`config.mk`:
```
export PLATFORM = sky130hd
export DESIGN_NAME = axi_slv_wr_responder_flat
export DESIGN_NICKNAME = d
export VERILOG_FILES = /design/src/rtl/axi_tb_pkg.sv /design/src/rtl/axi_slv_wr_responder_if.sv /design/src/rtl/sync_fifo_cnt.sv /design/src/rtl/axi_slv_wr_responder.sv /design/src/flat_wrapper.sv
export SDC_FILE = /design/constraint.sdc
export NUM_CORES = 1
export LEC_CHECK = 0
export CAP_MARGIN = 20
export CORE_AREA = 2 2 112 114
export CTS_CLUSTER_SIZE = 10
export DETAILED_ROUTE_END_ITERATION = 10
export DIE_AREA = 0 0 114 116
export SYNTH_ARGS = -nofsm -noshare
export SYNTH_HDL_FRONTEND = slang
export SYNTH_SLANG_ARGS = --single-unit
```
`constraint.sdc`:
```
create_clock -name aclk -period 9.66 [get_ports aclk]
set_input_delay 1.932 -clock aclk [delete_from_list [all_inputs] [get_ports aclk]]
set_output_delay 1.932 -clock aclk [all_outputs]
set_load 0.02 [all_outputs]
```
`src/rtl/axi_tb_pkg.sv`:
```
`default_nettype none
// ============================================================================
// Module      : axi_tb_pkg
// Description : Shared types and constants for the slave-side AXI write
//               responder: B response codes and the entry layouts of the
//               AW request queue and the B response queue.
// Revision    : 1.0 - initial release
// ============================================================================
package axi_tb_pkg;

    localparam logic [1:0] RESP_OKAY   = 2'b00;
    localparam logic [1:0] RESP_SLVERR = 2'b10;

    // IDs are stored at a fixed maximum width so the entry types can live in
    // the package; instances use the low AXI_ID_W bits (AXI_ID_W <= 16).
    localparam int c_ID_MAX_W = 16;

    typedef struct packed {
        logic [c_ID_MAX_W-1:0] id;
        logic [7:0]            len;
    } aw_entry_t;

    typedef struct packed {
        logic [c_ID_MAX_W-1:0] id;
        logic [1:0]            resp;
    } b_entry_t;

endpackage
`default_nettype wire

```
`src/rtl/axi_slv_wr_responder_if.sv`:
```
`default_nettype none
// ============================================================================
// Module      : axi_slv_wr_responder_if
// Description : AW / W / B channel bundle between a write master (or bench
//               driver) and the slave-side write responder.
//               master modport : drives in_* (AW, W, bready), reads out_*
//               slave modport  : reads in_*, drives out_* (awready, wready, B)
// Revision    : 1.0 - initial release
// ============================================================================
interface axi_slv_wr_responder_if #(
    parameter int AXI_ID_W   = 4,
    parameter int AXI_DATA_W = 32
);
    // AW channel
    logic                    in_awvalid;
    logic                    out_awready;
    logic [AXI_ID_W-1:0]     in_awid;
    logic [7:0]              in_awlen;
    // W channel
    logic                    in_wvalid;
    logic                    out_wready;
    logic [AXI_ID_W-1:0]     in_wid;
    logic [AXI_DATA_W-1:0]   in_wdata;
    logic [AXI_DATA_W/8-1:0] in_wstrb;
    logic                    in_wlast;
    // B channel
    logic                    out_bvalid;
    logic                    in_bready;
    logic [AXI_ID_W-1:0]     out_bid;
    logic [1:0]              out_bresp;

    modport master (
        output in_awvalid, in_awid, in_awlen,
        output in_wvalid, in_wid, in_wdata, in_wstrb, in_wlast,
        output in_bready,
        input  out_awready, out_wready, out_bvalid, out_bid, out_bresp
    );

    modport slave (
        input  in_awvalid, in_awid, in_awlen,
        input  in_wvalid, in_wid, in_wdata, in_wstrb, in_wlast,
        input  in_bready,
        output out_awready, out_wready, out_bvalid, out_bid, out_bresp
    );
endinterface
`default_nettype wire

```
`src/rtl/sync_fifo_cnt.sv`:
```
`default_nettype none
// ============================================================================
// Module      : sync_fifo_cnt
// Description : Single-clock FIFO with an occupancy counter one bit wider
//               than the pointers (full vs. empty). Head is shown
//               combinationally from storage. Push while full and pop while
//               empty are ignored; simultaneous push and pop are both taken.
//               DEPTH must be a power of two (>= 2) so pointers wrap naturally.
// Ports       : aclk, aresetn (async active-low)
//               i_push/i_din, i_pop, o_full, o_empty, o_head
// Revision    : 1.0 - initial release
// ============================================================================
module sync_fifo_cnt #(
    parameter int WIDTH = 8,
    parameter int DEPTH = 4
) (
    input  wire               aclk,
    input  wire               aresetn,
    input  wire               i_push,
    input  wire [WIDTH-1:0]   i_din,
    input  wire               i_pop,
    output logic              o_full,
    output logic              o_empty,
    output logic [WIDTH-1:0]  o_head
);
    localparam int               c_PTR_W = (DEPTH > 1) ? $clog2(DEPTH) : 1;
    localparam logic [c_PTR_W:0] c_FULL  = (c_PTR_W + 1)'(DEPTH);

    logic [WIDTH-1:0]   r_mem [DEPTH];
    logic [c_PTR_W-1:0] r_wr_ptr;
    logic [c_PTR_W-1:0] r_rd_ptr;
    logic [c_PTR_W:0]   r_count;

    logic w_do_push;
    logic w_do_pop;

    assign o_full    = (r_count == c_FULL);
    assign o_empty   = (r_count == '0);
    assign o_head    = r_mem[r_rd_ptr];
    assign w_do_push = i_push && !o_full;
    assign w_do_pop  = i_pop && !o_empty;

    // Storage needs no reset: o_empty qualifies every read of the head.
    always_ff @(posedge aclk) begin
        if (w_do_push) begin
            r_mem[r_wr_ptr] <= i_din;
        end
    end

    always_ff @(posedge aclk or negedge aresetn) begin
        if (!aresetn) begin
            r_wr_ptr <= '0;
            r_rd_ptr <= '0;
            r_count  <= '0;
        end else begin
            if (w_do_push) begin
                r_wr_ptr <= r_wr_ptr + 1'b1;
            end
            if (w_do_pop) begin
                r_rd_ptr <= r_rd_ptr + 1'b1;
            end
            case ({w_do_push, w_do_pop})
                2'b10:   r_count <= r_count + 1'b1;
                2'b01:   r_count <= r_count - 1'b1;
                default: r_count <= r_count;
            endcase
        end
    end
endmodule
`default_nettype wire

```
`src/rtl/axi_slv_wr_responder.sv`:
```
`default_nettype none
// ============================================================================
// Module      : axi_slv_wr_responder
// Description : Slave-side AXI write responder. Queues AW requests, consumes
//               W beats in AW order checking each burst against the queued
//               length and ID, and returns one B response per burst (OKAY or
//               SLVERR) through a response queue, strictly in AW order.
// Ports       : aclk, aresetn    clock, async active-low reset
//               bus (slave)      AW / W / B channels
//               stall_w          external backpressure, forces wready low
//               out_err_cnt      saturating count of SLVERR responses issued
// Revision    : 1.0 - initial release
// ============================================================================
module axi_slv_wr_responder
    import axi_tb_pkg::*;
#(
    parameter int AXI_ID_W        = 4,
    parameter int AXI_DATA_W      = 32,
    parameter int SLV_OSTDREQ_NUM = 4,
    parameter int ERR_CNT_W       = 16
) (
    input  wire                   aclk,
    input  wire                   aresetn,
    axi_slv_wr_responder_if.slave bus,
    input  wire                   stall_w,
    output logic [ERR_CNT_W-1:0]  out_err_cnt
);
    // ------------------------------------------------------------------
    // Queue interconnect
    // ------------------------------------------------------------------
    aw_entry_t w_aw_din;
    aw_entry_t w_aw_head;
    logic      w_aw_full;
    logic      w_aw_empty;
    logic      w_aw_push;

    b_entry_t  w_b_din;
    b_entry_t  w_b_head;
    logic      w_b_full;
    logic      w_b_empty;
    logic      w_b_push;
    logic      w_b_pop;

    // ------------------------------------------------------------------
    // Burst tracking state
    // ------------------------------------------------------------------
    logic                 r_run;        // low in reset, high from first edge after
    logic [8:0]           r_beat_cnt;
    logic                 r_err;        // sticky error for the burst in progress
    logic [ERR_CNT_W-1:0] r_err_cnt;

    logic w_w_hs;
    logic w_len_hit;
    logic w_short;
    logic w_id_bad;
    logic w_beat_err;
    logic w_burst_end;
    logic w_burst_err;

    // W payload is sunk; head ID bits above AXI_ID_W never reach the port.
    logic [AXI_DATA_W+AXI_DATA_W/8-1:0] w_unused_w_payload;
    logic [c_ID_MAX_W-1:0]              w_unused_b_id;

    assign w_unused_w_payload = {bus.in_wdata, bus.in_wstrb};
    assign w_unused_b_id      = w_b_head.id;

    // ------------------------------------------------------------------
    // AW channel
    // ------------------------------------------------------------------
    assign bus.out_awready = r_run && !w_aw_full;
    assign w_aw_push       = bus.in_awvalid && bus.out_awready;
    assign w_aw_din        = '{id: c_ID_MAX_W'(bus.in_awid), len: bus.in_awlen};

    sync_fifo_cnt #(
        .WIDTH ($bits(aw_entry_t)),
        .DEPTH (SLV_OSTDREQ_NUM)
    ) u_aw_q (
        .aclk    (aclk),
        .aresetn (aresetn),
        .i_push  (w_aw_push),
        .i_din   (w_aw_din),
        .i_pop   (w_b_push),
        .o_full  (w_aw_full),
        .o_empty (w_aw_empty),
        .o_head  (w_aw_head)
    );

    // ------------------------------------------------------------------
    // W channel: only beats whose AW is already queued are accepted, and
    // only when the B queue has room for the response the beat may finish.
    // ------------------------------------------------------------------
    assign bus.out_wready = !w_aw_empty && !w_b_full && !stall_w;
    assign w_w_hs         = bus.in_wvalid && bus.out_wready;

    assign w_len_hit   = (r_beat_cnt == {1'b0, w_aw_head.len});
    assign w_short     = bus.in_wlast && (r_beat_cnt < {1'b0, w_aw_head.len});
    assign w_id_bad    = (c_ID_MAX_W'(bus.in_wid) != w_aw_head.id);
    assign w_beat_err  = w_short || (!bus.in_wlast && w_len_hit) || w_id_bad;
    // A missing wlast forces the end at the AW length; later beats start
    // the next burst.
    assign w_burst_end = bus.in_wlast || w_len_hit;
    assign w_burst_err = r_err || w_beat_err;

    always_ff @(posedge aclk or negedge aresetn) begin
        if (!aresetn) begin
            r_run      <= 1'b0;
            r_beat_cnt <= '0;
            r_err      <= 1'b0;
            r_err_cnt  <= '0;
        end else begin
            r_run <= 1'b1;
            if (w_w_hs) begin
                if (w_burst_end) begin
                    r_beat_cnt <= '0;
                    r_err      <= 1'b0;
                end else begin
                    r_beat_cnt <= r_beat_cnt + 9'd1;
                    r_err      <= w_burst_err;
                end
            end
            if (w_b_push && w_burst_err && (r_err_cnt != '1)) begin
                r_err_cnt <= r_err_cnt + ERR_CNT_W'(1);
            end
        end
    end

    assign out_err_cnt = r_err_cnt;

    // ------------------------------------------------------------------
    // B channel: the burst-ending beat pops the AW head and pushes its
    // response in the same cycle.
    // ------------------------------------------------------------------
    assign w_b_push = w_w_hs && w_burst_end;
    assign w_b_din  = '{id: w_aw_head.id, resp: (w_burst_err ? RESP_SLVERR : RESP_OKAY)};
    assign w_b_pop  = bus.out_bvalid && bus.in_bready;

    sync_fifo_cnt #(
        .WIDTH ($bits(b_entry_t)),
        .DEPTH (SLV_OSTDREQ_NUM)
    ) u_b_q (
        .aclk    (aclk),
        .aresetn (aresetn),
        .i_push  (w_b_push),
        .i_din   (w_b_din),
        .i_pop   (w_b_pop),
        .o_full  (w_b_full),
        .o_empty (w_b_empty),
        .o_head  (w_b_head)
    );

    // Head only moves on a pop, so ID/resp stay stable while stalled.
    assign bus.out_bvalid = !w_b_empty;
    assign bus.out_bid    = w_b_empty ? '0 : w_b_head.id[AXI_ID_W-1:0];
    assign bus.out_bresp  = w_b_empty ? RESP_OKAY : w_b_head.resp;

endmodule
`default_nettype wire
```
`src/flat_wrapper.sv`:
```
// flat-port wrapper written by rule: the top's interface ports become plain ports
module axi_slv_wr_responder_flat import axi_tb_pkg::*;
#(
    parameter int AXI_ID_W        = 4,
    parameter int AXI_DATA_W      = 32,
    parameter int SLV_OSTDREQ_NUM = 4,
    parameter int ERR_CNT_W       = 16
)
  (aclk, aresetn, stall_w, out_err_cnt, bus_in_awvalid, bus_in_awid, bus_in_awlen, bus_in_wvalid, bus_in_wid, bus_in_wdata, bus_in_wstrb, bus_in_wlast, bus_in_bready, bus_out_awready, bus_out_wready, bus_out_bvalid, bus_out_bid, bus_out_bresp);
  axi_slv_wr_responder_if #(.AXI_ID_W(AXI_ID_W), .AXI_DATA_W(AXI_DATA_W)) bus_i ();
  input  wire aclk;
  input  wire aresetn;
  input  wire stall_w;
  output logic [ERR_CNT_W-1:0] out_err_cnt;
  input wire logic [$bits(bus_i.in_awvalid)-1:0] bus_in_awvalid;
  input wire logic [$bits(bus_i.in_awid)-1:0] bus_in_awid;
  input wire logic [$bits(bus_i.in_awlen)-1:0] bus_in_awlen;
  input wire logic [$bits(bus_i.in_wvalid)-1:0] bus_in_wvalid;
  input wire logic [$bits(bus_i.in_wid)-1:0] bus_in_wid;
  input wire logic [$bits(bus_i.in_wdata)-1:0] bus_in_wdata;
  input wire logic [$bits(bus_i.in_wstrb)-1:0] bus_in_wstrb;
  input wire logic [$bits(bus_i.in_wlast)-1:0] bus_in_wlast;
  input wire logic [$bits(bus_i.in_bready)-1:0] bus_in_bready;
  output wire logic [$bits(bus_i.out_awready)-1:0] bus_out_awready;
  output wire logic [$bits(bus_i.out_wready)-1:0] bus_out_wready;
  output wire logic [$bits(bus_i.out_bvalid)-1:0] bus_out_bvalid;
  output wire logic [$bits(bus_i.out_bid)-1:0] bus_out_bid;
  output wire logic [$bits(bus_i.out_bresp)-1:0] bus_out_bresp;
  assign bus_i.in_awvalid = bus_in_awvalid;
  assign bus_i.in_awid = bus_in_awid;
  assign bus_i.in_awlen = bus_in_awlen;
  assign bus_i.in_wvalid = bus_in_wvalid;
  assign bus_i.in_wid = bus_in_wid;
  assign bus_i.in_wdata = bus_in_wdata;
  assign bus_i.in_wstrb = bus_in_wstrb;
  assign bus_i.in_wlast = bus_in_wlast;
  assign bus_i.in_bready = bus_in_bready;
  assign bus_out_awready = bus_i.out_awready;
  assign bus_out_wready = bus_i.out_wready;
  assign bus_out_bvalid = bus_i.out_bvalid;
  assign bus_out_bid = bus_i.out_bid;
  assign bus_out_bresp = bus_i.out_bresp;
  axi_slv_wr_responder #(.AXI_ID_W(AXI_ID_W), .AXI_DATA_W(AXI_DATA_W), .SLV_OSTDREQ_NUM(SLV_OSTDREQ_NUM), .ERR_CNT_W(ERR_CNT_W)) u_core (.aclk(aclk), .aresetn(aresetn), .bus(bus_i), .stall_w(stall_w), .out_err_cnt(out_err_cnt));
endmodule
```
==> impl_summary.txt, run 1 <==
----------------------------------------------------
[Worst setup path]
  Cells along the critical path ... clkdlybuf4s50_1 -> nor3_1 -> clkdlybuf4s50_1
  Top fanout value on the critical path ... 2
  R2R Path Start ... u_core.u_aw_q.r_rd_ptr[0]
  Cell occurring most often along the worst timing path ... sky130_fd_sc_hd__clkdlybuf4s50_1
  Type of the worst setup path ... primary input to output pin
  Family with the most delay on the worst path ... buffers and inverters
  Critical path origin ... stall_w
  Cell with the biggest individual delay on the critical path ... sky130_fd_sc_hd__clkdlybuf4s50_1
  Critical path capture point type ... output pin
  Stage delay of the slowest cell on the critical path ... 0.67 ns
  Worst endpoint data arrival time ... roughly 3.3 ns
  Worst Setup Start Kind ... primary input
  Required time at the endpoint of the critical path ... 7.73 ns
  Number of buffers and inverters on the critical path ... 2

[Clock tree]
  Setup bufs post-CTS ... 0
  Total number of H-tree levels ... 3
  Post-cts repair resize count ... 0
  Latest clock arrival within the worst-skew pair ... roughly 0.34 ns
  Cts hold-fix bufs ... 0
  Clk root buf ... sky130_fd_sc_hd__clkbuf_16
  Number of buffers on the longest clock path ... 2
  Clock tree from TritonCTS ... built
  Clock buffer count from CTS ... 9
  Total number of clock tree sinks ... 109
  Register clock-pin slew on the reported worst setup and hold paths ... 0.07 ns

[Min path]
  Worst min-delay path class ... flip-flop to flip-flop
  Hold wc startpoint ... u_core.out_err_cnt[14]

[Logic synthesis]
  Synthesized area per cell ... 14.45 µm²
  Post-synthesis async set-or-reset flop share ... 0.3761
  Register area share after synthesis ... 0.6208
  Total of warnings raised by yosys ... 0
  #FFs+latches synth ... about 110
  Mapped Cells ... 342
  Number of enable-type register cells in the synthesized netlist ... 68
  Most instantiated flip-flop cell in the synthesis netlist ... sky130_fd_sc_hd__edfxtp_1
  Number of distinct library cells after synthesis ... 48
  Post-Syn Area ... 0.004942 mm²
  Post-Synthesis Net Count ... between 400 and 500

[Timing]
  Final setup violation count ... 0
  Unrepaired setup endpoints after global routing ... no
  Period minus WS final ... 5.237 ns
  Setup skew after layout ... 0.009949 ns
  Final period utilization ... 0.5421
  Actual transition at the worst max-transition pin ... 0.9098 ns
  Fmax achieved ... about 0.19 GHz
  Fin Setup TNS ... 0 ns
  Max Slew Vio Count ... 0
  Final hold vios ... 0
  Max_slew headroom ... 0.3934

[Global route]
  GR Layer Usage met3 ... 0.03400
  Wire length of the first global-routing pass ... 13940 µm
  GR Overflow Total ... 0
  Number of global-route vias before repair ... 2691
  All-layer global routing usage ... 0.1399
  Largest net degree at the start of global routing ... 42
  Met1 Resource Use GR ... 0.1768
  GR Layer Usage met2 ... 0.2397
  Number of antenna violations at the first check in global routing ... 0
  Most used routing layer in global routing ... met2

[Floorplanning]
  Height of the chip ... 116 µm
  Starting utilization of the core area ... 0.4149
  Area of the die ... 0.01322 mm²
  # rows ... 40
  Area of the core ... 0.01191 mm²
  Top-level I/O count ... 84
  Chip width ... roughly 110 µm

[Finish]
  Number of nets at the end of the flow ... 470
  Utilization after layout ... 0.4909
  Most used cells in the layout excluding fill and tap cells ... sky130_fd_sc_hd__edfxtp_1 (68), sky130_fd_sc_hd__clkdlybuf4s50_1 (45), sky130_fd_sc_hd__dfrtp_1 (41), sky130_fd_sc_hd__xor2_1 (25), sky130_fd_sc_hd__inv_1 (24)
  Leading cell type in the layout, fill and taps excluded ... sky130_fd_sc_hd__edfxtp_1
  Finished Layout Cells ... 541
  Area growth syn-to-layout ... 18.30%
  Fraction of layout cells with a size suffix above 1 ... 0.1041
  N_diodes ... 0

[Power and ir drop]
  Reported leakage power ... 2.302 nW
  Ratio of total power to cell area ... 252.7 mW/mm²
  Maximum vdd drop ... 0.1453 mV

[Route]
  Routed wire length ... about 8400 µm
  Initial DRC count ... 125
  Wire length per cell after detailed routing ... 15.60 µm
  Total number of vias ... about 2700
  Drt first pass iters ... 4
  Residual antenna-violating net count after detailed routing ... 0
  Average via count per standard cell ... 5.068
  Remaining DRCs ... 0

[Placed design]
  Gp weighted congestion ... 0.7683
  IO buf count ... 46
  Total half-perimeter wirelength after legalization and detailed placement ... 5784 µm
  Instance count after placement with tap cells included ... around 520

[Run status]
  Status ... completed

[Job]
  Maximum Capacitance Violations ... 0

----------------------------------------------------
-- worst paths after layout --
check	end	slack (ns)	cells after the start
min in group asynchronous	u_core.out_err_cnt[9]	1.71	1
setup reg to reg	u_core.u_aw_q.r_count[2]	5.63	14
hold reg to reg	u_core.out_err_cnt[14]	0.49	1
hold / removal	u_core.out_err_cnt[14]	0.49	1
max in group asynchronous	u_core.u_b_q.r_wr_ptr[1]	7.36	1
setup / recovery	bus_out_wready	4.42	3
-- flip-flops by register name, indices dropped and copies added, names as in the netlist, 2 cells and up --
signal / cells
u_core.out_err_cnt: 16
u_core.u_aw_q.r_count: 3
u_core.u_aw_q.r_wr_ptr: 2
u_core.u_b_q.r_count: 3
u_core.u_aw_q.r_mem: 48
u_core.u_b_q.r_mem: 20
u_core.u_aw_q.r_rd_ptr: 2
u_core.u_b_q.r_wr_ptr: 2
u_core.r_beat_cnt: 9
u_core.u_b_q.r_rd_ptr: 2
-- routing by layer --
metal,share of wire,up-vias,wire length [µm]
met5,0,-,0
met4,0.014,0,116
met3,0.034,9,287
met2,0.49,43,4148
met1,0.46,1368,3884
li1,-,1322,-
-- cells in the mapped netlist (2+ instances only) --
master / n / area, µm²
sky130_fd_sc_hd__xnor2_1: 10 / 87.58
sky130_fd_sc_hd__dfrtp_1: 41 / 1026
sky130_fd_sc_hd__nor4_1: 5 / 31.28
sky130_fd_sc_hd__fa_1: 2 / 40.04
sky130_fd_sc_hd__conb_1: 2 / 7.510
sky130_fd_sc_hd__nand3_1: 13 / 65.06
sky130_fd_sc_hd__nor3b_1: 4 / 30.03
sky130_fd_sc_hd__nor3_1: 9 / 45.04
sky130_fd_sc_hd__nand2_1: 19 / 71.32
sky130_fd_sc_hd__nor2b_1: 2 / 12.51
sky130_fd_sc_hd__mux2i_1: 5 / 50.05
sky130_fd_sc_hd__and2_1: 11 / 68.82
sky130_fd_sc_hd__a21oi_1: 3 / 15.01
sky130_fd_sc_hd__edfxtp_1: 68 / 2042
sky130_fd_sc_hd__xor2_1: 25 / 219.0
sky130_fd_sc_hd__nor2_1: 14 / 52.55
sky130_fd_sc_hd__mux4_2: 16 / 360.4
sky130_fd_sc_hd__o21ai_0: 10 / 50.05
sky130_fd_sc_hd__ha_1: 20 / 250.2
sky130_fd_sc_hd__buf_4: 2 / 15.01
sky130_fd_sc_hd__buf_1: 2 / 7.510
sky130_fd_sc_hd__buf_6: 2 / 22.52
sky130_fd_sc_hd__inv_1: 24 / 90.09
sky130_fd_sc_hd__and3_1: 6 / 37.54
sky130_fd_sc_hd__clkbuf_1: 4 / 15.01
-- logic make-up after synthesis --
group	after synthesis	share of synthesized area
fa+ha+maj	22	0.05873
buf+inv	35	0.03139
compound gates	22	0.03621
xor+xnor	35	0.06202
simple gates	95	0.1033
mux	22	0.08608
flops	109	0.6208
other cells	2	0.001520
-- power by group --
part	internal, W	switching (W)	leakage, nW
logic	0.000227	0.000220	1.01
clock network	0.000209	0.000159	0.147
registers	0.000582	0.0000801	1.15
-- cell type report --
class,instances,area [µm²]
fillers,1041,6065
flip-flops and latches,109,3068
multi-input cells,198,1719
repair buffers,47,483.0
clock buffers,11,242.7
well taps,147,183.9
inverters,24,90.09
clock inverters,5,60.06
-- metrics by stage --
stage | setup slack, ns | hold WS (ns) | instance area [µm²] | power (W)
final | 4.423 | 0.4854 | 5847 | 0.001477
after global placement | 4.430 | 0.4697 | 5517 | 0.001103
after detailed placement | 4.426 | 0.4780 | 5517 | 0.001118
after CTS | 4.414 | 0.4911 | 5819 | 0.001487
after floorplan | 5.206 | 0.4471 | 4942 | 0.0009774
after global routing | 4.378 | 0.5145 | 5847 | 0.001578
(Power assumes the default switching activity.)
==> run 2, diff against run 1 <==
--- a/config.mk
+++ b/config.mk
@@ -10,6 +10,7 @@
 export CTS_CLUSTER_SIZE = 10
 export DETAILED_ROUTE_END_ITERATION = 10
 export DIE_AREA = 0 0 114 116
+export PLACE_DENSITY = 0.67
 export SYNTH_ARGS = -nofsm -noshare
 export SYNTH_HDL_FRONTEND = slang
 export SYNTH_SLANG_ARGS = --single-unit
==> constraint.sdc (replaced) <==
create_clock -name aclk -period 4.8 [get_ports aclk]
set_input_delay 0.96 -clock aclk [delete_from_list [all_inputs] [get_ports aclk]]
set_output_delay 0.96 -clock aclk [all_outputs]
set_load 0.02 [all_outputs]
==> impl_summary.txt, run 2 (synthesized netlist as in run 1, its figures left out) <==
----------------------------------------------------
[Global route]
  Largest net degree at the start of global routing ... 42
  Wire length of the first global-routing pass ... ~15000 µm
  Number of global-route vias before repair ... 2958
  GR Layer Usage met2 ... 0.2512
  Most used routing layer in global routing ... met2
  GR Layer Usage met3 ... 0.03609
  All-layer global routing usage ... 0.1471
  GR Overflow Total ... 0
  Met1 Resource Use GR ... 0.1818
  Number of antenna violations at the first check in global routing ... 0

[Finish]
  Leading cell type in the layout, fill and taps excluded ... sky130_fd_sc_hd__edfxtp_1
  Finished Layout Cells ... between 500 and 600
  Number of flip-flops in the largest register ... 48
  Cell area after layout ... 0.005838 mm²
  Largest register by flop count ... u_core.u_aw_q.r_mem
  Fraction of layout cells with a size suffix above 1 ... 0.1114
  Number of nets at the end of the flow ... 471
  Area growth syn-to-layout ... 18.13%
  N_diodes ... 0
  Most used cells in the layout excluding fill and tap cells ... sky130_fd_sc_hd__edfxtp_1 (68), sky130_fd_sc_hd__clkdlybuf4s50_1 (45), sky130_fd_sc_hd__dfrtp_1 (41), sky130_fd_sc_hd__xor2_1 (25), sky130_fd_sc_hd__inv_1 (24)

[Route]
  Initial DRC count ... 166
  Drt first pass iters ... 4
  Wire length per cell after detailed routing ... 16.34 µm
  Residual antenna-violating net count after detailed routing ... 0
  Total number of vias ... 2794
  Routed wire length ... between 8000 and 9000 µm
  Average via count per standard cell ... 5.155
  Remaining DRCs ... 0

[Worst setup path]
  R2R Path Start ... u_core.u_aw_q.r_rd_ptr[0]
  Number of buffers and inverters on the critical path ... 3
  Type of the worst setup path ... flip-flop to flip-flop
  Required time at the endpoint of the critical path ... 5.07 ns
  Flop-to-flop setup slack ... 1.16 ns
  Top fanout value on the critical path ... 14
  Path depth of the worst reg2reg path ... 11
  Stage delay of the slowest cell on the critical path ... 0.74 ns
  Worst Setup Start Kind ... flip-flop
  Worst endpoint data arrival time ... 3.91 ns
  Cell occurring most often along the worst timing path ... sky130_fd_sc_hd__inv_1
  Cell with the biggest individual delay on the critical path ... sky130_fd_sc_hd__dfrtp_1
  Capturing point of the worst reg2reg path ... u_core.out_err_cnt[11]
  Family with the most delay on the worst path ... simple AND/OR/NAND/NOR gates
  Cells along the critical path ... mux4_2 -> inv_1 -> ha_1 -> nand4b_1 -> o31ai_4 -> nand3_2 -> inv_1 -> buf_4 -> o21ai_2 -> nor4b_1 -> xor2_1
  Critical path capture point type ... flip-flop

[Clock tree]
  Total number of H-tree levels ... 3
  Cts hold-fix bufs ... 0
  Latest clock arrival within the worst-skew pair ... 0.35 ns
  Clock buffer count from CTS ... 9
  Number of buffers on the longest clock path ... 2
  Total number of clock tree sinks ... 109
  Post-cts repair resize count ... 0
  Clk root buf ... sky130_fd_sc_hd__clkbuf_16
  Setup bufs post-CTS ... 0
  Register clock-pin slew on the reported worst setup and hold paths ... 0.07 ns
  Clock tree from TritonCTS ... built

[Timing]
  Final setup violation count ... 0
  Final hold vios ... 0
  Setup skew after layout ... ~0.010 ns
  Max Slew Vio Count ... 0
  Final period utilization ... 0.7593
  Fmax achieved ... 0.2744 GHz
  Period minus WS final ... 3.644 ns
  Actual transition at the worst max-transition pin ... around 0.9 ns
  Max_slew headroom ... 0.3972
  Unrepaired setup endpoints after global routing ... no
  Fin Setup TNS ... 0 ns

[Power and ir drop]
  Maximum vdd drop ... 0.2006 mV
  Reported leakage power ... 2.301 nW
  Clk pwr share ... 0.252
  Fraction of power spent switching nets ... 0.3191
  Sequential Power Share ... 0.450
  Proportion of power drawn by combinational gates ... 0.298
  Internal Power ... 0.002029 W
  Switching power ... 0.0009508 W
  Ratio of total power to cell area ... just over 500 mW/mm²

[Placed design]
  IO buf count ... 46
  Total half-perimeter wirelength after legalization and detailed placement ... 6165 µm
  Instance count after placement with tap cells included ... 526
  Post-place instance area ... around 0.0055 mm²
  Gp weighted congestion ... 0.7298

[Floorplanning]
  Area of the core ... 0.01191 mm²
  Top-level I/O count ... 84
  # rows ... 40
  Starting utilization of the core area ... 0.4149
  Height of the chip ... 116 µm
  Area of the die ... 0.01322 mm²
  Chip width ... between 100 and 150 µm

[Min path]
  Worst Hold Endpoint ... u_core.u_b_q.r_count[2]
  Hold wc startpoint ... u_core.u_b_q.r_count[2]
  Worst min-delay path class ... flip-flop to flip-flop
  Cell depth of the worst min-delay path ... 1

[Job]
  Maximum Capacitance Violations ... 0

[Run status]
  Status ... completed

----------------------------------------------------
==> run 2: cell types whose count changed in the layout (fill, tap and decap cells not counted) <==
cell,change
sky130_fd_sc_hd__inv_6,+1
sky130_fd_sc_hd__clkbuf_1,-1
sky130_fd_sc_hd__inv_8,+1
sky130_fd_sc_hd__clkinvlp_2,+1
sky130_fd_sc_hd__buf_4,+2
sky130_fd_sc_hd__buf_16,-1
sky130_fd_sc_hd__clkinv_1,-1
sky130_fd_sc_hd__clkbuf_8,-1
==> run 2: worst max-delay path by stage <==
| stage | start | endpoint | slack, ns | cells after the start |
|---|---|---|---|---|
| 2_1_floorplan | u_core.u_aw_q.r_rd_ptr[0] | u_core.u_aw_q.r_count[2] | 0.87 | 16 |
| 3_3_place_gp | u_core.u_aw_q.r_rd_ptr[0] | u_core.u_aw_q.r_count[2] | 1.19 | 13 |
| 3_5_place_dp | u_core.u_aw_q.r_rd_ptr[0] | u_core.out_err_cnt[11] | 1.09 | 11 |
| 4_1_cts | u_core.u_aw_q.r_rd_ptr[0] | u_core.out_err_cnt[11] | 1.06 | 11 |
| 5_1_grt | u_core.u_aw_q.r_rd_ptr[0] | u_core.out_err_cnt[15] | 0.75 | 11 |
| 6_report | u_core.u_aw_q.r_rd_ptr[0] | u_core.out_err_cnt[11] | 1.16 | 11 |
==> run 2: power groups by stage <==
stage | combinational [W] | clock, W | sequential [W]
2_1_floorplan | 0.000680 | 0 | 0.00129
3_3_place_gp | 0.000858 | 0 | 0.00136
6_report | 0.000888 | 0.000752 | 0.00134
4_1_cts | 0.000905 | 0.000777 | 0.00135
5_1_grt | 0.000990 | 0.000810 | 0.00137
3_5_place_dp | 0.000902 | 0 | 0.00136
==> run 2: layer usage <==
metal / up-vias / routed length [µm]
met3: 14 / 336
met1: 1396 / 3858
met4: 0 / 187
met5: - / 0
met2: 55 / 4476
li1: 1329 / -
==> run 2: area by class of cell <==
cell class              instances  area, µm²
clock inverters                 7      81.33
inverters                      24      90.09
clock buffers                   9      225.2
repair buffers                 48      470.5
fillers                      1036       6073
multi-input cells             198       1719
flip-flops and latches        109       3068
well taps                     147      183.9
==> run 2: stage by stage <==
step	power, W	setup WS [ns]	hold slack (ns)	util
finish	0.002980	1.156	0.4779	0.4901
global route	0.003170	0.7545	0.5034	0.4901
CTS	0.003027	1.063	0.4828	0.4901
detailed placement	0.002265	1.092	0.4693	0.4644
global placement	0.002214	1.192	0.4700	0.4644
floorplan	0.001967	0.8675	0.4471	-
==> run 3, diff against run 2 <==
--- a/config.mk
+++ b/config.mk
@@ -10,7 +10,6 @@
 export CTS_CLUSTER_SIZE = 10
 export DETAILED_ROUTE_END_ITERATION = 10
 export DIE_AREA = 0 0 114 116
-export PLACE_DENSITY = 0.67
 export SYNTH_ARGS = -nofsm -noshare
 export SYNTH_HDL_FRONTEND = slang
 export SYNTH_SLANG_ARGS = --single-unit
==> constraint.sdc (replaced) <==
create_clock -name aclk -period 3.5 [get_ports aclk]
set_input_delay 0.7 -clock aclk [delete_from_list [all_inputs] [get_ports aclk]]
set_output_delay 0.7 -clock aclk [all_outputs]
set_load 0.02 [all_outputs]
==> impl_summary.txt, run 3 (synthesized netlist as in run 1, its figures left out) <==
----------------------------------------------------
[Route]
  Total number of vias ... 2755
  Wire length per cell after detailed routing ... about 15 µm
  Routed wire length ... 8396 µm
  Remaining DRCs ... 0
  Average via count per standard cell ... 5.046
  Residual antenna-violating net count after detailed routing ... 0
  Drt first pass iters ... 4
  Initial DRC count ... 118

[Floorplanning]
  Starting utilization of the core area ... 0.4149
  Top-level I/O count ... 84
  Area of the die ... 0.01322 mm²
  Height of the chip ... 116 µm
  Area of the core ... between 0.01 and 0.015 mm²
  # rows ... 40
  Chip width ... around 110 µm

[Finish]
  Multi-input gate area ... about 0.0017 mm²
  Sequential standard cell area ... 0.003069 mm²
  N_diodes ... 0
  Utilization after layout ... 0.4902
  Area growth syn-to-layout ... 18.15%
  Fillers ... 1055
  Number of flip-flops in the largest register ... 48
  Largest register by flop count ... u_core.u_aw_q.r_mem
  Fraction of layout cells with a size suffix above 1 ... 0.1203
  Most used cells in the layout excluding fill and tap cells ... sky130_fd_sc_hd__edfxtp_1 (68), sky130_fd_sc_hd__clkdlybuf4s50_1 (45), sky130_fd_sc_hd__dfrtp_1 (40), sky130_fd_sc_hd__inv_1 (25), sky130_fd_sc_hd__xor2_1 (25)
  Leading cell type in the layout, fill and taps excluded ... sky130_fd_sc_hd__edfxtp_1
  Number of nets at the end of the flow ... 475

[Min path]
  Hold wc startpoint ... u_core.u_b_q.r_count[2]
  Worst Hold Endpoint ... u_core.u_b_q.r_count[2]
  Worst min-delay path class ... flip-flop to flip-flop
  Cell depth of the worst min-delay path ... 1

[Global route]
  Number of antenna violations at the first check in global routing ... 0
  GR Layer Usage met3 ... 0.03138
  All-layer global routing usage ... 0.1383
  GR Overflow Total ... 0
  GR Layer Usage met2 ... 0.2254
  Met1 Resource Use GR ... 0.1841
  Wire length of the first global-routing pass ... approximately 14000 µm
  Largest net degree at the start of global routing ... 42
  Most used routing layer in global routing ... met2
  Number of global-route vias before repair ... 2741

[Timing]
  Final WS setup ... 0.3584 ns
  Max_slew headroom ... 0.3830
  Actual transition at the worst max-transition pin ... 0.9255 ns
  Max Slew Vio Count ... 0
  Final setup violation count ... 0
  Period minus WS final ... ~3.1 ns
  Setup skew after layout ... around 0.013 ns
  Unrepaired setup endpoints after global routing ... no
  Fin Setup TNS ... 0 ns
  Hold slack final ... 0.4810 ns
  Final hold vios ... 0
  Final period utilization ... 0.8976
  Fmax achieved ... roughly 0.32 GHz

[Clock tree]
  Post-cts repair resize count ... 0
  Register clock-pin slew on the reported worst setup and hold paths ... 0.07 ns
  Cts hold-fix bufs ... 0
  Clock buffer count from CTS ... 9
  Number of buffers on the longest clock path ... 2
  Total number of clock tree sinks ... 109
  Total number of H-tree levels ... 3
  Latest clock arrival within the worst-skew pair ... 0.35 ns
  Setup bufs post-CTS ... 0
  Clk root buf ... sky130_fd_sc_hd__clkbuf_16
  Clock tree from TritonCTS ... built

[Worst setup path]
  Cell occurring most often along the worst timing path ... sky130_fd_sc_hd__inv_1
  Required time at the endpoint of the critical path ... 3.77 ns
  Path depth of the worst reg2reg path ... 13
  Top fanout value on the critical path ... 10
  Type of the worst setup path ... flip-flop to flip-flop
  Capturing point of the worst reg2reg path ... u_core.u_aw_q.r_count[2]
  Stage delay of the slowest cell on the critical path ... 0.67 ns
  Critical path capture point type ... flip-flop
  Worst endpoint data arrival time ... roughly 3.4 ns
  Worst Setup Start Kind ... flip-flop
  Flop-to-flop setup slack ... around 0.36 ns
  R2R Path Start ... u_core.u_aw_q.r_rd_ptr[1]
  Cells along the critical path ... mux4_2 -> inv_1 -> ha_1 -> nand4b_1 -> o31ai_4 -> nand3_2 -> inv_1 -> ha_1 -> inv_1 -> fa_1 -> xor2_1 -> nor2_1 -> xor2_1
  Cell with the biggest individual delay on the critical path ... sky130_fd_sc_hd__dfrtp_1

[Placed design]
  IO buf count ... 46
  Total half-perimeter wirelength after legalization and detailed placement ... just under 6000 µm
  Setup slack at placement ... 0.1697 ns
  Gp weighted congestion ... 0.7549

[Run status]
  Status ... completed

[Power and ir drop]
  Maximum vdd drop ... 0.2433 mV
  Post-layout power ... 0.004005 W
  Ratio of total power to cell area ... 685.9 mW/mm²
  Reported leakage power ... 2.310 nW

[Job]
  Maximum Capacitance Violations ... 0

----------------------------------------------------
[run 3: cell types whose count changed in the layout (fill, tap and decap cells not counted), sizes merged]
cell	change
inv	+1
bufinv	-1
buf	+4
[run 3: cell type report]
class                      count  share of cell area
clock buffer                   9             0.03857
clock inverter                 7            0.008785
inverter                      24             0.01543
multi-input combinational    198              0.2944
sequential                   109              0.5256
tap                          147             0.03150
timing repair buffer          52             0.08571
[run 3: power breakdown]
part | leakage [nW] | total [W] | switching (W) | internal (W)
combinational | 1.02 | 0.00123 | 0.000610 | 0.000624
clock | 0.139 | 0.000951 | 0.000464 | 0.000487
sequential | 1.15 | 0.00182 | 0.000212 | 0.00161
[run 3: through the flow]
stage | cell area (µm²) | std cells
global route | 5839 | 546
floorplan | 4947 | 342
finish | 5839 | 546
CTS | 5838 | 546
detailed placement | 5562 | 530
global placement | 5562 | 530
[run 3: per-layer routing]
metal	share of wire	wire, µm
met5	0	0
met4	0.0092	77
met3	0.038	315
met2	0.48	4048
met1	0.47	3955
[run 3: how the worst max path moves through the flow]
stage,to,slack [ns],depth (start not counted),start
finish,u_core.u_aw_q.r_count[2],0.36,13,u_core.u_aw_q.r_rd_ptr[1]
global route,u_core.out_err_cnt[11],0.05,11,u_core.u_aw_q.r_rd_ptr[1]
CTS,u_core.u_aw_q.r_count[2],0.16,14,u_core.u_aw_q.r_rd_ptr[0]
detailed placement,u_core.u_aw_q.r_count[2],0.17,14,u_core.u_aw_q.r_rd_ptr[0]
global placement,u_core.u_b_q.r_count[2],0.23,14,u_core.u_aw_q.r_rd_ptr[0]
floorplan,u_core.u_aw_q.r_count[2],0.01,16,u_core.u_aw_q.r_rd_ptr[0]
[run 3: worst max-delay path, delay by kind of cell, from the launching register on]
| family | cells | cell delay (ns) |
|---|---|---|
| AOI/OAI and AO/OA | 1 | 0.35 |
| muxes | 1 | 0.30 |
| DFF | 1 | 0.67 |
| buffers and inverters | 3 | 0.19 |
| xor gates and xnor gates | 2 | 0.31 |
| and+or+nand+nor | 3 | 0.42 |
| adders and majority gates | 3 | 0.83 |
